$ cat src/rtl/wb_arbiter.sv
// wb_arbiter: round-robin N:1 Wishbone arbiter with cycle-long ownership.
// Define WB_ARBITER_TIMEOUT_EN to add a bus watchdog that errors stalled strobes.
module wb_arbiter #(
   parameter int MASTER_COUNT = 2,
   parameter int DATA_WIDTH = 32,
   parameter int ADDR_WIDTH = 32,
   parameter int TAG_WIDTH = 3,
   parameter int TIMEOUT_CYCLES = 256,
   localparam int SEL_W = DATA_WIDTH / 8
) (
   input  logic                              sys_clk,
   input  logic                              sys_rst,
   input  logic [MASTER_COUNT-1:0]           master_cyc,
   input  logic [MASTER_COUNT-1:0]           master_stb,
   input  logic [MASTER_COUNT-1:0]           master_we,
   input  logic [MASTER_COUNT*TAG_WIDTH-1:0] master_tag,
   input  logic [MASTER_COUNT*SEL_W-1:0]     master_sel,
   input  logic [MASTER_COUNT*ADDR_WIDTH-1:0] master_adr,
   input  logic [MASTER_COUNT*DATA_WIDTH-1:0] master_mosi,
   output logic [MASTER_COUNT*DATA_WIDTH-1:0] master_miso,
   output logic [MASTER_COUNT-1:0]           master_ack,
   output logic [MASTER_COUNT-1:0]           master_err,
   output logic                              slave_cyc,
   output logic                              slave_stb,
   output logic                              slave_we,
   output logic [TAG_WIDTH-1:0]              slave_tag,
   output logic [SEL_W-1:0]                  slave_sel,
   output logic [ADDR_WIDTH-1:0]             slave_adr,
   output logic [DATA_WIDTH-1:0]             slave_mosi,
   input  logic [DATA_WIDTH-1:0]             slave_miso,
   input  logic                              slave_ack,
   input  logic                              slave_err
);
   localparam int OW = MASTER_COUNT > 1 ? $clog2(MASTER_COUNT) : 1;
   typedef enum logic {IDLE, OWNED} state_t;
   state_t state_q, state_d;
   logic [OW-1:0] owner_q, owner_d, last_q, last_d, cand;
   logic owned, to_q;
   assign owned = state_q == OWNED;
   // Scan from farthest to nearest so the nearest requester after last_q wins.
   always_comb begin
      state_d = state_q;
      owner_d = owner_q;
      last_d = last_q;
      cand = '0;
      if (state_q == IDLE) begin
         for (int k = MASTER_COUNT; k >= 1; k--) begin
            cand = OW'((int'(last_q) + k) % MASTER_COUNT);
            if (master_cyc[cand]) owner_d = cand;
         end
         if (|master_cyc) state_d = OWNED;
      end else if (!master_cyc[owner_q]) begin
         state_d = IDLE;
         last_d = owner_q;
      end
   end
   always_ff @(posedge sys_clk) begin
      if (sys_rst) begin
         state_q <= IDLE;
         owner_q <= '0;
         last_q <= OW'(MASTER_COUNT - 1);
      end else begin
         state_q <= state_d;
         owner_q <= owner_d;
         last_q <= last_d;
      end
   end
`ifdef WB_ARBITER_TIMEOUT_EN
   localparam int CW = TIMEOUT_CYCLES > 1 ? $clog2(TIMEOUT_CYCLES) : 1;
   logic [CW-1:0] cnt_q, cnt_d;
   logic to_d;
   always_comb begin
      to_d = 1'b0;
      cnt_d = '0;
      if (owned && slave_stb && !slave_ack && !slave_err) begin
         to_d = cnt_q == CW'(TIMEOUT_CYCLES - 1);
         cnt_d = to_d ? '0 : cnt_q + 1'b1;
      end
   end
   always_ff @(posedge sys_clk) begin
      if (sys_rst) begin
         cnt_q <= '0;
         to_q <= 1'b0;
      end else begin
         cnt_q <= cnt_d;
         to_q <= to_d;
      end
   end
`else
   assign to_q = 1'b0;
`endif
   assign slave_cyc = owned && master_cyc[owner_q] && !to_q;
   assign slave_stb = owned && master_stb[owner_q] && !to_q;
   assign slave_we = owned && master_we[owner_q];
   assign slave_tag = owned ? master_tag[owner_q*TAG_WIDTH +: TAG_WIDTH] : '0;
   assign slave_sel = owned ? master_sel[owner_q*SEL_W +: SEL_W] : '0;
   assign slave_adr = owned ? master_adr[owner_q*ADDR_WIDTH +: ADDR_WIDTH] : '0;
   assign slave_mosi = owned ? master_mosi[owner_q*DATA_WIDTH +: DATA_WIDTH] : '0;
   assign master_ack = owned ? MASTER_COUNT'(slave_ack) << owner_q : '0;
   assign master_err = owned ? MASTER_COUNT'(slave_err | to_q) << owner_q : '0;
   assign master_miso = {MASTER_COUNT{slave_miso}};
endmodule

$ cat config.mk
export PLATFORM = sky130hd
export DESIGN_NAME = wb_arbiter
export DESIGN_NICKNAME = d
export VERILOG_FILES = /design/src/rtl/wb_arbiter.sv
export SDC_FILE = /design/constraint.sdc
export NUM_CORES = 1
export LEC_CHECK = 0
export CAP_MARGIN = 30
export CORE_AREA = 8 8 122 124
export DETAILED_ROUTE_END_ITERATION = 10
export DIE_AREA = 0 0 130 132
export GPL_ROUTABILITY_DRIVEN = 0
export HOLD_SLACK_MARGIN = 0.15
export PLACE_DENSITY = 0.56
export SYNTH_ARGS = -nofsm -noshare
export SYNTH_HDL_FRONTEND = slang
export SYNTH_SLANG_ARGS = --single-unit
export TNS_END_PERCENT = 1
$ cat constraint.sdc
create_clock -name sys_clk -period 2.1 [get_ports sys_clk]
set_input_delay 0.63 -clock sys_clk [delete_from_list [all_inputs] [get_ports sys_clk]]
set_output_delay 0.63 -clock sys_clk [all_outputs]
set_load 0.05 [all_outputs]
# Word level (Yosys, flattened, before mapping)
# Index checks and enable logic that the tools add are counted.
[classes]
add_sub_neg = 2
mul = 1
order_cmp = 3
n_shift = 6
n_mux = 21
bitwise_logic = 2
n_reduce_logical = 7
[op_table]
columns = ["op", "count"]
rows = [
  ["64-bit by 7-bit indexed part select with 32-bit output", 2],
  ["32-bit two-way mux", 2],
  ["1-bit two-way mux", 15],
  ["8-bit by 4-bit indexed part select with 4-bit output", 1],
  ["1-bit by 2-bit less-than comparator with 1-bit output, second input constant", 3],
  ["6-bit by 4-bit indexed part select with 3-bit output", 1],
  ["2-bit two-way mux", 2],
  ["4-bit two-way mux", 1],
  ["2-bit AND reduction", 2],
  ["1-bit by 1-bit left shift with 2-bit output", 2],
  ["1-bit logical AND", 3],
  ["1-bit by 2-bit multiplier with 3-bit output, second input constant", 1],
  ["3-bit two-way mux", 1],
  ["1-bit adder, second input constant", 2],
  ["1-bit inverter", 2],
  ["2-bit nonzero test", 1],
  ["2-bit OR reduction", 1],
]
[totals]
regBits = 3
input_bits = 184
out_inout_bits = 142
word_cells = 45

# Depth between registers and ports, before layout
[depth]
depth_word = 5
depth_mapped = 4
mapped_depth_nobuf = 3

# Least setup slack after synthesis
# OpenSTA, ideal clock, no wires.
[synth_path]
path_type = "in2out"
start = "in slave_ack"
end = "out master_ack[0]"
arrival_time_ns = 1.776
required_ns = 1.470
slack_ns = -0.306
path_stages = 1
n_path_buf = 0
cell_sequence = "nor3b_1"
[synth_between]
elab_chain_cells = 2
[synth_rtl]
columns = ["item", "line", "rtl"]
rows = [
  ["start, declared", "31", "input logic slave_ack,"],
  ["1-bit by 1-bit left shift with 2-bit output", "99", "assign master_ack = owned ? MASTER_COUNT'(slave_ack) << owner_q : '0;"],
  ["2-bit two-way mux", "99", ""],
  ["end, declared", "21", "output logic [MASTER_COUNT-1:0] master_ack,"],
]
# No other way between the ends.

# Worst setup path in the final report
[layout_path]
start = "in master_mosi[37]"
end = "out slave_mosi[5]"
[layout_between]
elab_chain_cells = 2
[layout_rtl]
columns = ["item", "line", "rtl"]
rows = [
  ["start, declared", "19", "input logic [MASTER_COUNT*DATA_WIDTH-1:0] master_mosi,"],
  ["64-bit by 7-bit indexed part select with 32-bit output", "98", "assign slave_mosi = owned ? master_mosi[owner_q*DATA_WIDTH +: DATA_WIDTH] : '0;"],
  ["32-bit two-way mux", "98", ""],
  ["end, declared", "29", "output logic [DATA_WIDTH-1:0] slave_mosi,"],
]
# No other way between the ends.

==> results <==
==> cell families (layout without fill, tap and decap cells) <==
family | count (synthesis) | in the layout | share of synthesized area
simple gates | 82 | 82 | 0.1786
buf+inv | 83 | 249 | 0.3544
flops | 3 | 3 | 0.03336
mux | 74 | 74 | 0.4114
compound gates | 6 | 6 | 0.02223
==> per-layer routing <==
metal / up-vias / part of all wire / track usage
li1: 1087 / - / -
met1: 990 / 0.33 / 0.09391
met2: 127 / 0.54 / 0.1832
met3: 29 / 0.094 / 0.02589
met4: 0 / 0.033 / 0.04648
met5: - / 0 / 0
==> layout make-up <==
cell class                      count  area, um^2
Inverter                            2       7.507
Fill cell                        1395        8891
Timing Repair Buffer              243        2606
Sequential cell                     3       63.81
Multi-Input combinational cell    162        1112
Clock buffer                        4       78.83
Tap cell                          176       220.2
==> through the flow <==
stage          instances  utilization  power [W]
4_1_cts              586       0.2919   0.001482
3_3_place_gp         581       0.2822   0.001154
2_1_floorplan        248            -  0.0009958
3_5_place_dp         581       0.2822   0.001163
5_1_grt              590       0.3150   0.001610
6_report             590       0.3150   0.001542
==> power by group through the flow <==
stage               Clock [W]  Sequential (W)  Combinational, W
floorplan                   0       0.0000653          0.000931
global placement            0       0.0000735           0.00108
detailed placement          0       0.0000736           0.00109
CTS                  0.000305       0.0000729           0.00110
global route         0.000311       0.0000744           0.00122
finish               0.000303       0.0000734           0.00117
==> state kept, by name, summed over array words and instances, names as in the netlist <==
signal,flops
owned,1
owner_q,1
last_q,1
==> cells in the final DEF (no fill, tap or decap), types with 2 or more instances in the layout <==
cell type,n
nand2_1,2
nor2_1,75
mux2i_1,74
nor3b_2,2
buf_4,17
and3_1,2
buf_12,6
dlymetal6s2s_1,11
a21oi_1,2
buf_6,66
dlygate4sd2_1,3
buf_16,2
clkdlybuf4s50_1,137
dfxtp_1,2
clkbuf_16,4
==> timing repair <==
action                                  CTS  global route
gates resized for setup                  14            69
setup buffers                             1             3
endpoints found under the setup margin   20            73
hold endpoints to repair                  0             0
pin swaps                                 1             5
gates cloned                              0             1
==> worst reg2reg max path: cells and delay by family (launching register included) <==
kind            cells  cell delay (ns)
mux                 1             0.22
flops               1             0.48
compound gates      1             0.05
buf+inv             3             0.39
==> path summary, 6_finish.rpt <==
check                             from                  end  slack (ns)  cells after the start
setup / recovery       master_mosi[37]        slave_mosi[5]       -0.03                      4
hold / removal     last_q$_SDFFE_PP1P_  last_q$_SDFFE_PP1P_        0.52                      2
setup reg to reg  owner_q$_SDFFE_PP0P_     owned$_SDFF_PP0_        0.84                      5
hold reg to reg    last_q$_SDFFE_PP1P_  last_q$_SDFFE_PP1P_        0.52                      2
==> cells in the mapped netlist <==
master,count,area [um^2]
nor2_1,75,281.5
mux2i_1,74,740.7
buf_4,65,488.0
buf_6,11,123.9
clkbuf_1,5,18.77
dfxtp_1,3,60.06
a21oi_1,2,10.01
and3_1,2,12.51
nand2_1,2,7.510
nor3b_1,2,15.01
a211oi_2,1,12.51
inv_1,1,3.750
inv_2,1,3.750
nand3_1,1,5.000
o211ai_1,1,7.510
o21ai_0,1,5.000
o21ai_1,1,5.000
==> flow_metrics.env <==
export IMPL_crit_chain="clkdlybuf4s50_1 > mux2i_1 > nor2_1 > buf_6"
export IMPL_wl_per_cell_um=16.02
export IMPL_pre_cts_ws_ns=-0.1510
export IMPL_synth_cell_area_um2=1800
export IMPL_power_switching_w=0.0006669
export IMPL_yosysWarnings=0
export IMPL_rsz0062_at_grt="true"
export IMPL_yosys_cell_types_count=17
export IMPL_start_util=0.1387
export IMPL_clock_latency_ns=0.22
export IMPL_ir_drop_mv=0.3220
export IMPL_combPwrFrac=0.756
export IMPL_clk_pin_slew_ns=0.03
export IMPL_antenna_found_initial=0
export IMPL_drv_cap=0
export IMPL_max_freq_ghz=0.4700
export IMPL_p_int_w=0.0008752
export IMPL_cts_buffers=3
export IMPL_drt_iter0_drc=59
export IMPL_fp_row_count=42
export IMPL_violations="setup timing"
export IMPL_maxSlewViolCount=0
export IMPL_power_share_clock=0.196
export IMPL_cp_end_kind="output port"
export IMPL_area_growth_pct=127.1
export IMPL_htree_levels=1
export IMPL_worstHoldPathType="reg2reg"
export IMPL_cellPowerDensity_nw_per_um2=377.2
export IMPL_syn_mean_instance_area_um2=7.260
export IMPL_overflow=0
export IMPL_antennaDiodeCount=0
export IMPL_worstSetupPathType="in2out"
export IMPL_postCtsHoldBufs=0
export IMPL_outcome="finished, violations left"
export IMPL_period_needed_ns=2.128
export IMPL_cts_sinks=3
export IMPL_synthCells=248
export IMPL_cp_data_required_time_ns=1.47
export IMPL_crit_path_top_delay_cell="clkdlybuf4s50_1"
export IMPL_die_x_um=130
export IMPL_skew_ns=0.003294
export IMPL_worst_ep_arrival_time_ns=1.50
export IMPL_cts_root_buf="clkbuf_16"
export IMPL_critical_path_buf_inv_count=2
export IMPL_hold_slack_ns=0.5162
export IMPL_vias=2233
export IMPL_placed_area_um2=3664
export IMPL_cts_path_max_buffers=2
export IMPL_vias_per_cell=3.785
export IMPL_first_pass_iters=4
export IMPL_slew_limit_headroom=0.8004
export IMPL_min_period_over_period=1.013
export IMPL_p_seq_frac=0.048
export IMPL_path_delay_family="buffers and inverters"
export IMPL_dieArea_um2=17160
export IMPL_layout_drive_gt1_share=0.2415
export IMPL_antenna_left=0
export IMPL_io_buffers=229
export IMPL_synth_seq_area_share=0.03336
export IMPL_critPathMaxFanout=1
export IMPL_ys_seq_elements=3
export IMPL_nNetsFinal=599
export IMPL_start_kind="input port"
export IMPL_dp_hpwl_mm=7.897
export IMPL_grt_pass1_vias=2409
export IMPL_final_hold_violation_count=0
export IMPL_grt_use_total=0.09694
export IMPL_syn_num_nets=432
export IMPL_finalSetupViolCount=13
export IMPL_cp_slowest_stage_delay_ns=0.47
export IMPL_final_area_um2=4089
export IMPL_drc=0
export IMPL_die_y_um=132
export IMPL_totalWireLength_mm=9.450
export IMPL_io_pin_count=326
export IMPL_p_sw_frac=0.4325
export IMPL_worst_pin_slew_ns=0.2990
export IMPL_cts_tree="done"
export IMPL_grt_start_max_net_pins=36
export IMPL_tns_ns=-0.1661
export IMPL_p_leak_nw=1.720
export IMPL_fin_ws_ns=-0.02775
export IMPL_grt_pass1_wl_mm=13.17
export IMPL_design_core_area_um2=12980
No activity file was read; power rests on OpenSTA's default activity.
